===== src/rtl/alarm_trigger_pkg.sv =====
// rtl/alarm_trigger_pkg.sv - shared state encoding and digit widths for the alarm trigger
package alarm_trigger_pkg;

  typedef enum logic [1:0] {
    ST_IDLE   = 2'd0,
    ST_RING   = 2'd1,
    ST_SNOOZE = 2'd2
  } state_t;

  localparam int H1_W = 2;
  localparam int H2_W = 4;
  localparam int M1_W = 3;
  localparam int M2_W = 4;

endpackage


===== src/rtl/alarm_trigger_time_match.sv =====
// rtl/alarm_trigger_time_match.sv - HH:MM digit compare with registered rising-edge detect
module alarm_trigger_time_match
  import alarm_trigger_pkg::*;
(
  input  logic            clk,
  input  logic            rst,
  input  logic [H1_W-1:0] T_H1,
  input  logic [H2_W-1:0] T_H2,
  input  logic [M1_W-1:0] T_M1,
  input  logic [M2_W-1:0] T_M2,
  input  logic [H1_W-1:0] A_H1,
  input  logic [H2_W-1:0] A_H2,
  input  logic [M1_W-1:0] A_M1,
  input  logic [M2_W-1:0] A_M2,
  output logic            match_rise
);

  logic match;
  logic match_q;

  assign match = (T_H1 == A_H1) && (T_H2 == A_H2) && (T_M1 == A_M1) && (T_M2 == A_M2);

  // Tracks match in every state so arming onto an already-equal time sees no edge.
  always_ff @(posedge clk) begin
    if (rst) begin
      match_q <= 1'b0;
    end else begin
      match_q <= match;
    end
  end

  assign match_rise = match & ~match_q;

endmodule


===== src/rtl/alarm_trigger.sv =====
// rtl/alarm_trigger.sv - alarm ring/snooze/stop FSM with ring timeout and beep cadence
module alarm_trigger
  import alarm_trigger_pkg::*;
#(
  parameter int RING_SECS   = 60,
  parameter int SNOOZE_SECS = 300,
  parameter int CNT_W       = 9
) (
  input  logic            clk,
  input  logic            rst,
  input  logic            tick,
  input  logic            alarm_en,
  input  logic            stop,
  input  logic            snooze,
  input  logic [H1_W-1:0] T_H1,
  input  logic [H2_W-1:0] T_H2,
  input  logic [M1_W-1:0] T_M1,
  input  logic [M2_W-1:0] T_M2,
  input  logic [H1_W-1:0] A_H1,
  input  logic [H2_W-1:0] A_H2,
  input  logic [M1_W-1:0] A_M1,
  input  logic [M2_W-1:0] A_M2,
  output logic            ringing,
  output logic            snoozing,
  output logic            buzzer
);

  localparam logic [CNT_W-1:0] RING_LAST   = CNT_W'(RING_SECS - 1);
  localparam logic [CNT_W-1:0] SNOOZE_LAST = CNT_W'(SNOOZE_SECS - 1);

  state_t           state_q, state_d;
  logic [CNT_W-1:0] cnt_q, cnt_d;
  logic             beep_q, beep_d;
  logic             match_rise;

  alarm_trigger_time_match u_match (
    .clk        (clk),
    .rst        (rst),
    .T_H1       (T_H1),
    .T_H2       (T_H2),
    .T_M1       (T_M1),
    .T_M2       (T_M2),
    .A_H1       (A_H1),
    .A_H2       (A_H2),
    .A_M1       (A_M1),
    .A_M2       (A_M2),
    .match_rise (match_rise)
  );

  always_ff @(posedge clk) begin
    if (rst) begin
      state_q <= ST_IDLE;
      cnt_q   <= '0;
      beep_q  <= 1'b0;
    end else begin
      state_q <= state_d;
      cnt_q   <= cnt_d;
      beep_q  <= beep_d;
    end
  end

  // Button pulses take precedence over tick; a tick coinciding with one is dropped.
  always_comb begin
    state_d = state_q;
    cnt_d   = cnt_q;
    beep_d  = beep_q;
    if (!alarm_en) begin
      state_d = ST_IDLE;
      cnt_d   = '0;
      beep_d  = 1'b0;
    end else begin
      unique case (state_q)
        ST_IDLE: begin
          if (match_rise) begin
            state_d = ST_RING;
            cnt_d   = '0;
            beep_d  = 1'b1;
          end
        end
        ST_RING: begin
          if (stop) begin
            state_d = ST_IDLE;
            beep_d  = 1'b0;
          end else if (snooze) begin
            state_d = ST_SNOOZE;
            cnt_d   = SNOOZE_LAST;
            beep_d  = 1'b0;
          end else if (tick) begin
            if (cnt_q == RING_LAST) begin
              state_d = ST_IDLE;
              cnt_d   = '0;
              beep_d  = 1'b0;
            end else begin
              cnt_d  = cnt_q + CNT_W'(1);
              beep_d = ~beep_q;
            end
          end
        end
        ST_SNOOZE: begin
          if (stop) begin
            state_d = ST_IDLE;
            cnt_d   = '0;
          end else if (tick) begin
            if (cnt_q == '0) begin
              state_d = ST_RING;
              beep_d  = 1'b1;
            end else begin
              cnt_d = cnt_q - CNT_W'(1);
            end
          end
        end
        default: begin
          state_d = ST_IDLE;
          cnt_d   = '0;
          beep_d  = 1'b0;
        end
      endcase
    end
  end

  assign ringing  = (state_q == ST_RING);
  assign snoozing = (state_q == ST_SNOOZE);
  assign buzzer   = ringing & beep_q;

endmodule


===== config.mk =====
export PLATFORM = sky130hd
export DESIGN_NAME = alarm_trigger
export DESIGN_NICKNAME = d
export VERILOG_FILES = /design/src/rtl/alarm_trigger_pkg.sv /design/src/rtl/alarm_trigger_time_match.sv /design/src/rtl/alarm_trigger.sv
export SDC_FILE = /design/constraint.sdc
export NUM_CORES = 1
export LEC_CHECK = 0
export BUFFER_PORTS_ARGS = -buffer_cell sky130_fd_sc_hd__clkbuf_2
export CORE_MARGIN = 2
export CORE_UTILIZATION = 52
export CTS_CLUSTER_DIAMETER = 100
export DETAILED_ROUTE_END_ITERATION = 12
export HOLD_SLACK_MARGIN = 0.15
export PLACE_DENSITY_LB_ADDON = 0.25
export REMOVE_ABC_BUFFERS = 1
export SLEW_MARGIN = 20
export SYNTH_ARGS = -nofsm -noshare
export SYNTH_HDL_FRONTEND = slang
export SYNTH_HIERARCHICAL = 1
export SYNTH_SLANG_ARGS = --single-unit

===== constraint.sdc =====
create_clock -name clk -period 3 [get_ports clk]
set_input_delay 0.3 -clock clk [delete_from_list [all_inputs] [get_ports clk]]
set_output_delay 0.3 -clock clk [all_outputs]
set_load 0.01 [all_outputs]

After elaboration in Yosys (flattened, before gate mapping)
Index checks and enable logic that the tools add are counted.

word-level totals
  register bits after elaboration = 13
  input port bits = 32
  logic and storage cells = 65

cells by class
  add/sub/neg operators = 2
  equality and inequality tests = 18
  multiplexer cells = 27
  bitwise operators = 5
  reduce and logical (&&, ||, !) cells = 9

operators with widths
  cell                                               count
  2-to-1 mux 9 bit                                   8
  case mux 9 bit (3 select lines)                    1
  2-to-1 mux 2 bit                                   8
  AND reduction 5 bit                                3
  adder 9 x 1 -> 9 bit (second input constant)       1
  == test 9 x 6 -> 1 bit (second input constant)     1
  logical NOT 9 bit                                  1
  != test 3 bit (second input constant)              3
  subtractor 9 x 1 -> 9 bit (second input constant)  1
  == test 4 bit                                      2
  2-to-1 mux 1 bit                                   8
  != test 2 bit (second input constant)              4
  case mux 2 bit (3 select lines)                    1
  != test 4 x 3 -> 1 bit (second input constant)     1
  != test 4 bit (second input constant)              1
  == test 3 bit                                      1
  logical AND 1 bit                                  3
  != test 3 x 2 -> 1 bit (second input constant)     1
  inverter 1 bit                                     3
  case mux 1 bit (3 select lines)                    1
  AND 1 bit                                          2
  == test 2 x 1 -> 1 bit (second input constant)     1
  == test 2 bit                                      1
  == test 2 bit (second input constant)              1
  other kinds (3)                                    3

Logic depth before layout (Yosys ltp)
Gate-level depths: netlist of the first run.

  depth after elaboration = 7
  depth in mapped cells = 8
  gate-level depth less buffers = 8

By module
Netlist of the first run, hierarchy kept.

modules (own cells, without submodules)
  module                    times used  cells each  area each (sq um)
  alarm_trigger             1           139         1051.0
  alarm_trigger_time_match  1           21          178.9

Worst setup path before layout of the first run
OpenSTA, ideal clock, no wires.

  path type = register to register
  start point = reg cnt_q[7]
  end point = reg state_q[1]
  data arrival time = 2.047 ns
  data required time = 2.930 ns
  slack = 0.883 ns
  cell stages (with the launch flop) = 7
  buffers on the path = 1
  path through = dfxtp_1 -> buf_6 -> or3_4 -> or3_4 -> a221o_1 -> or4_1 -> a21oi_1

between the ends
  longest elaborated chain between the ends = 3
  elaborated cells between the ends (all ways) = 5

RTL lines
  item                                                                               line                                       RTL
  from (decl)                                                                        alarm_trigger.sv:32                        logic [CNT_W-1:0] cnt_q, cnt_d;
  from (signal assigned)                                                             alarm_trigger.sv:57                        cnt_q <= cnt_d;
  == test 9 x 6 -> 1 bit or logical NOT 9 bit (tied branches)                        alarm_trigger.sv:89, alarm_trigger.sv:104
  != test 4 x 3 -> 1 bit (no source line) or != test 3 x 2 -> 1 bit (tied branches)  -
  AND reduction 5 bit (no source line) *                                             -
  to (signal assigned)                                                               alarm_trigger.sv:56                        state_q <= state_d;
  to (decl)                                                                          alarm_trigger.sv:31                        state_t state_q, state_d;

Every way passes the cells marked *; elsewhere a longest branch is shown, timed or not.
A chain may end at the register's enable or synchronous reset.

Worst setup path in the final report of the first run
  start point = reg state_q[0]
  end point = reg cnt_q[5]

between the ends
  longest elaborated chain between the ends = 3
  elaborated cells between the ends (all ways) = 10

RTL lines
  item                                                             line                 RTL
  == test 2 bit (tied with other cells)                            alarm_trigger.sv:72  unique case (state_q)
  != test 3 bit (no source line) or != test 2 bit (tied branches)  -
  AND reduction 5 bit (no source line)                             -

Several ways; a longest one is shown, not always the timed one.

==> flow_summary.yaml, run 1 <==
synthesis:
  synth.distinct_cells: 40
  synth_area_leaders: "dfxtp_1 21%, xnor2_1 12%, ha_1 6.1%"
  syn_area_um2: 1230
  seq_area_frac_synth: 0.2116
  yosys_warnings: 6
  syn_inst: 160
  ys_ff_latch: 13
  syn_area_per_cell_um2: 7.687
  yosys.area.top_type: "dfxtp_1"
  synth_top_area_frac: 0.2116
routing:
  vias_per_cell: 6.385
  dr_total_vias: 1392
  drtPass1Iterations: 4
  drt_iter0_drc: 83
  drc: 0
  wirelength_mm: 3.310
  antenna_left: 0
  wire_per_inst_um: 15.18
floorplanning:
  die_x_um: 52.64
  coreArea_um2: 2233
  die_y_um: 52.64
  dieArea_um2: 2770
  fp-row-count: 17
  io_pins: 35
  floorplan.initialDensity: 0.5507
clocking:
  cts_sinks: 13
  postCtsHoldBufs: 0
  cts.repair.resized: 0
  clock_path_buffers: 2
  clockRootBuffer: "clkbuf_4"
  cts_tree: "built"
  cts_made_buffers: 3
  htreeDepth: 1
  cts_setup_buffers: 0
  worstSkewPairLatency_ps: 290
  clkTransAtPathRegs_ps: 90
min_path:
  worstHoldStart: "rst"
  worst_hold_path_type: "input pin to flop"
sta:
  finalSetupViolCount: 0
  finalHoldViolations: 0
  fin_tns_setup_ps: 0
  fmax_ghz: 0.4123
  worst_slew_pin_slew_ps: 670.9
  slew_headroom: 0.5508
  clock_skew_ps: 10.63
  period_share: 0.8085
  min_period_ps: 2425
  maxSlewViolCount: 0
  rsz0062_at_grt: "no"
layout:
  drive_above_1_share: 0.2211
  instances_no_fill: 218
  layout.nets: 229
  antenna_cells: 0
  area_growth_pct: 15.97
grt:
  grt_antenna_before_repair: 0
  grt_pass1_wl_mm: 5.478
  grtUsageTotal: 0.2659
  grt_start_max_net_pins: 12
  grt.overflow.total: 0
  grt_pass1_vias: 1313
placed_design:
  place_hpwl_mm: 2.568
  gp_congestion: 0.9764
  dp_cells: 214
  numPortBuffers: 34
critical_path:
  crit_path_start_kind: "flop"
  path_max_fanout: 8
  worstPathArrival_ps: 2620
  cp.required_ps: 3200
  critPathLaunch: "state_q[0]"
  critPathKind: "flop to flop"
  end_kind: "flop"
  r2r-start: "state_q[0]"
power:
  switchingPower_uw: 86.95
  p_per_area_nw_per_um2: 238.8
  combPwrFrac: 0.155
  ir_drop_mv: 0.1739
  seqPwrFrac: 0.506
  p_int_uw: 253.6
  power.leakage_uw: 0.0005294
  swShare: 0.2553
  pwr-share-clk: 0.339
outcome:
  outcome: "complete, no violations"
flow_run:
  maxCapViolCount: 0
-- flip-flops by register name, indices dropped and copies added, names as in the netlist --
register / count
cnt_q: 9
u_match/match_q: 1
beep_q: 1
state_q: 2
-- routing by layer --
| layer | part of all wire | up-vias | track usage | wire length, µm |
|---|---|---|---|---|
| li1 | - | 659 | - | - |
| met1 | 0.40 | 632 | 0.3074 | 1339 |
| met2 | 0.49 | 87 | 0.4792 | 1609 |
| met3 | 0.082 | 14 | 0.03714 | 270 |
| met4 | 0.027 | 0 | 0.1154 | 90 |
| met5 | 0 | - | 0 | 0 |
-- worst max-delay path: stages (launching register included) --
cell      delay (ps)
dfxtp_1          350
inv_1            100
ha_1             240
nor2b_1          500
nor2_1           160
o211ai_1         580
nand2_1          120
a221oi_1         280
-- synth_stat cells (all sizes together) --
master	count
xnor2	17
dfxtp	13
a21oi	11
nand2	10
nand3	9
nor2	9
o21ai	7
clkbuf	6
ha	6
inv	6
nand4	6
o31ai	6
nand2b	5
a32o	4
nor3	4
buf	3
nand3b	3
nor2b	3
nor4	3
o211ai	3
a22o	2
and2	2
o221ai	2
o22ai	2
or3	2
or3b	2
or4	2
xor2	2
a211o	1
a21boi	1
a221o	1
a221oi	1
a41o	1
and3	1
nor3b	1
o211a	1
o21a	1
o41ai	1
-- cells by family after synthesis --
group,after synthesis,synth area share
XOR/XNOR,19,0.1353
AND/OR/NAND/NOR,62,0.2818
flip-flops,13,0.2116
buffers and inverters,15,0.05289
adder cells (fa/ha/maj),6,0.06104
AO/OA/AOI/OAI,45,0.2574
-- final timing paths --
path | endpoint | slack (ps) | cells past startpoint
max | cnt_q[5] | 570 | 7
min | u_match/match_q | 320 | 3
max reg2reg | cnt_q[5] | 570 | 7
min reg2reg | state_q[1] | 520 | 2
-- power by group through the flow --
| stage | Clock (µW) | Combinational, µW | Sequential [µW] |
|---|---|---|---|
| floorplan | 0 | 23.6 | 176 |
| global placement | 0 | 50.5 | 176 |
| detailed placement | 0 | 53.1 | 176 |
| CTS | 118 | 53.2 | 172 |
| global route | 125 | 57.8 | 172 |
| finish | 115 | 52.8 | 172 |
-- cell usage in the layout, fill, tap and decap left out, drive strengths merged, types with 4 or more instances in the layout --
cell	n
clkbuf	38
xnor2	17
dfxtp	13
a21oi	11
nand2	10
nor2	9
nand3	9
o21ai	7
inv	6
nand4	6
o31ai	6
ha	6
nand2b	5
nor3	4
a32o	4
-- layout make-up --
cell class / count / area, µm²
Timing Repair Buffer: 35 / 177.7
Multi-Input combinational cell: 132 / 904.6
Clock buffer: 4 / 26.28
Inverter: 6 / 22.52
Fill cell: 201 / 807.0
Sequential cell: 13 / 260.3
Tap cell: 28 / 35.03
-- per-stage QoR --
step | worst slack [ps] | util | hold slack, ps | area [µm²] | power [µW]
global route | 369.8 | 0.6387 | 331.9 | 1426 | 355.7
detailed placement | 658.9 | 0.6269 | 506.7 | 1400 | 229.6
CTS | 635.6 | 0.6387 | 316.1 | 1426 | 343.5
floorplan | 879.1 | - | 464.7 | 1187 | 200.1
finish | 574.6 | 0.6387 | 317.4 | 1426 | 340.6
global placement | 694.2 | 0.6269 | 480.5 | 1400 | 226.9
Note: power is estimated with default switching activity, not from simulation.
==> run 2, diff against run 1 <==
--- a/config.mk
+++ b/config.mk
@@ -7,7 +7,7 @@
 export LEC_CHECK = 0
 export BUFFER_PORTS_ARGS = -buffer_cell sky130_fd_sc_hd__clkbuf_2
 export CORE_MARGIN = 2
-export CORE_UTILIZATION = 52
+export CORE_UTILIZATION = 47
 export CTS_CLUSTER_DIAMETER = 100
 export DETAILED_ROUTE_END_ITERATION = 12
 export HOLD_SLACK_MARGIN = 0.15
==> constraint.sdc (replaced) <==
create_clock -name clk -period 2.09 [get_ports clk]
set_input_delay 0.209 -clock clk [delete_from_list [all_inputs] [get_ports clk]]
set_output_delay 0.209 -clock clk [all_outputs]
set_load 0.01 [all_outputs]
==> flow_summary.yaml, run 2 (synthesis results as in run 1) <==
outcome:
  outcome: "finished, violations left"
  violations: "setup timing"
sta:
  min_period_ps: 2092
  slew_headroom: 0.6347
  rsz0062_at_grt: "yes"
  clock_skew_ps: 14.47
  period_share: 1.001
  fmax_ghz: 0.4781
  finalSetupViolCount: 1
  setup_slack_ps: -1.708
  worst_slew_pin_slew_ps: 543.3
  finalHoldViolations: 0
  maxSlewViolCount: 0
clocking:
  htreeDepth: 1
  clockRootBuffer: "clkbuf_4"
  clkTransAtPathRegs_ps: 100
  cts_made_buffers: 3
  cts_tree: "built"
  clock_path_buffers: 2
  worstSkewPairLatency_ps: 310
  cts_sinks: 13
critical_path:
  cp.required_ps: 2310
  end_kind: "flop"
  r2r_cells: 4
  reg2reg_slack_ps: -2
  worstPathArrival_ps: 2310
  path_max_fanout: 6
  r2r-end: "cnt_q[5]"
  r2r-start: "cnt_q[0]"
  crit_path_start_kind: "flop"
  critPathKind: "flop to flop"
power:
  finalPower_uw: 501.6
  seqPwrFrac: 0.488
  p_int_uw: 364.7
  combPwrFrac: 0.161
  switchingPower_uw: 136.9
  p_per_area_nw_per_um2: 299.9
  pwr-share-clk: 0.351
  ir_drop_mv: 0.2722
  power.leakage_uw: 0.0006686
  swShare: 0.2729
min_path:
  worstHoldStart: "rst"
  hold_depth: 3
  worst_hold_path_type: "input pin to flop"
  whs_endpoint: "u_match/match_q"
floorplanning:
  die_x_um: 55.16
  dieArea_um2: 3042
  coreArea_um2: 2477
  floorplan.initialDensity: 0.4965
  die_y_um: 55.16
  io_pins: 35
  fp-row-count: 18
grt:
  grt_antenna_before_repair: 0
  grt_pass1_wl_mm: 6.175
  grtUsageTotal: 0.2850
  grt.overflow.total: 0
  grt_pass1_vias: 1403
  grt_start_max_net_pins: 9
routing:
  drc: 0
  drt_iter0_drc: 59
  dr_total_vias: 1524
  wire_per_inst_um: 15.76
  wirelength_mm: 3.862
  antenna_left: 0
  vias_per_cell: 6.220
  drtPass1Iterations: 4
layout:
  reg_top3: "cnt_q: 9 flops, state_q: 2 flops"
  antenna_cells: 0
  layout.nets: 254
  instances_no_fill: 245
  fillers: 229
  drive_above_1_share: 0.3767
  regMostFlops: "cnt_q"
  final_common_cell: "clkbuf_2"
  area_growth_pct: 36.01
  layout_common_cells: "34 x clkbuf_2, 26 x buf_4, 17 x xnor2_1"
  largest_reg_flops: 9
placed_design:
  pre_cts_slack_ps: -63.72
  dp_cells: 240
  place_hpwl_mm: 3.031
  numPortBuffers: 34
  gp_congestion: 0.9228
flow_run:
  maxCapViolCount: 0
## run 2: changes by cell type in the layout (fill, tap and decap cells not counted), moves of 2 or more
cell | previous run | this run
buf_4 | 1 | 26
dfxtp_1 | 13 | 7
dfxtp_2 | 0 | 4
dfxtp_4 | 0 | 2
## run 2: layout make-up
class	count	area (µm²)	area share
multi-input cells	132	948.4	0.5669
repair buffers	60	365.4	0.2184
flip-flops and latches	13	272.8	0.1631
well taps	30	37.54	0.02244
clock buffers	4	26.28	0.01571
inverters	6	22.52	0.01346
## run 2: what timing repair did
item,4_1_cts,5_1_grt
resized for setup,2,16
endpoints found under the setup margin,1,10
hold endpoints to repair,0,0
setup buffers,0,1
pin swaps,0,3
hold buffers,0,0
cloned,0,0
## run 2: power groups by stage
stage	sequential, µW	combinational, µW	clock, µW
detailed placement	253	80.0	0
global placement	253	76.7	0
global route	245	88.2	185
floorplan	253	33.9	0
CTS	247	80.5	177
finish	245	80.9	176
## run 2: stage by stage
step                      TNS [ps]  utilization  area (µm²)  hold slack (ps)
after floorplan             -30.92            -        1187            375.5
after global placement           0       0.6389        1583            482.8
after detailed placement    -271.3       0.6389        1583            493.8
after CTS                   -11.25       0.6505        1612            174.6
after global routing        -110.2       0.6753        1673            181.8
final                       -1.708       0.6753        1673            166.7
## run 2: worst max-delay path by stage
stage | from | slack (ps) | to
final | cnt_q[0] | -2 | cnt_q[5]
after global routing | cnt_q[0] | -90 | cnt_q[5]
after CTS | cnt_q[7] | -10 | state_q[1]
after detailed placement | A_H2[2] | -60 | cnt_q[7]
after global placement | cnt_q[0] | 10 | state_q[1]
after floorplan | cnt_q[0] | -30 | state_q[1]
## run 2: routing by layer
| metal | global-route usage | vias to the layer above | share of wire |
|---|---|---|---|
| li1 | - | 711 | - |
| met1 | 0.3425 | 708 | 0.39 |
| met2 | 0.5020 | 82 | 0.50 |
| met3 | 0.03763 | 23 | 0.073 |
| met4 | 0.1260 | 0 | 0.041 |
| met5 | 0 | - | 0 |
## run 2: critical path, cell delays in order, from the launching register on
cell      delay (ps)
dfxtp_4          370
or4_1            600
o31ai_2          290
or3b_2           480
a221oi_1         280
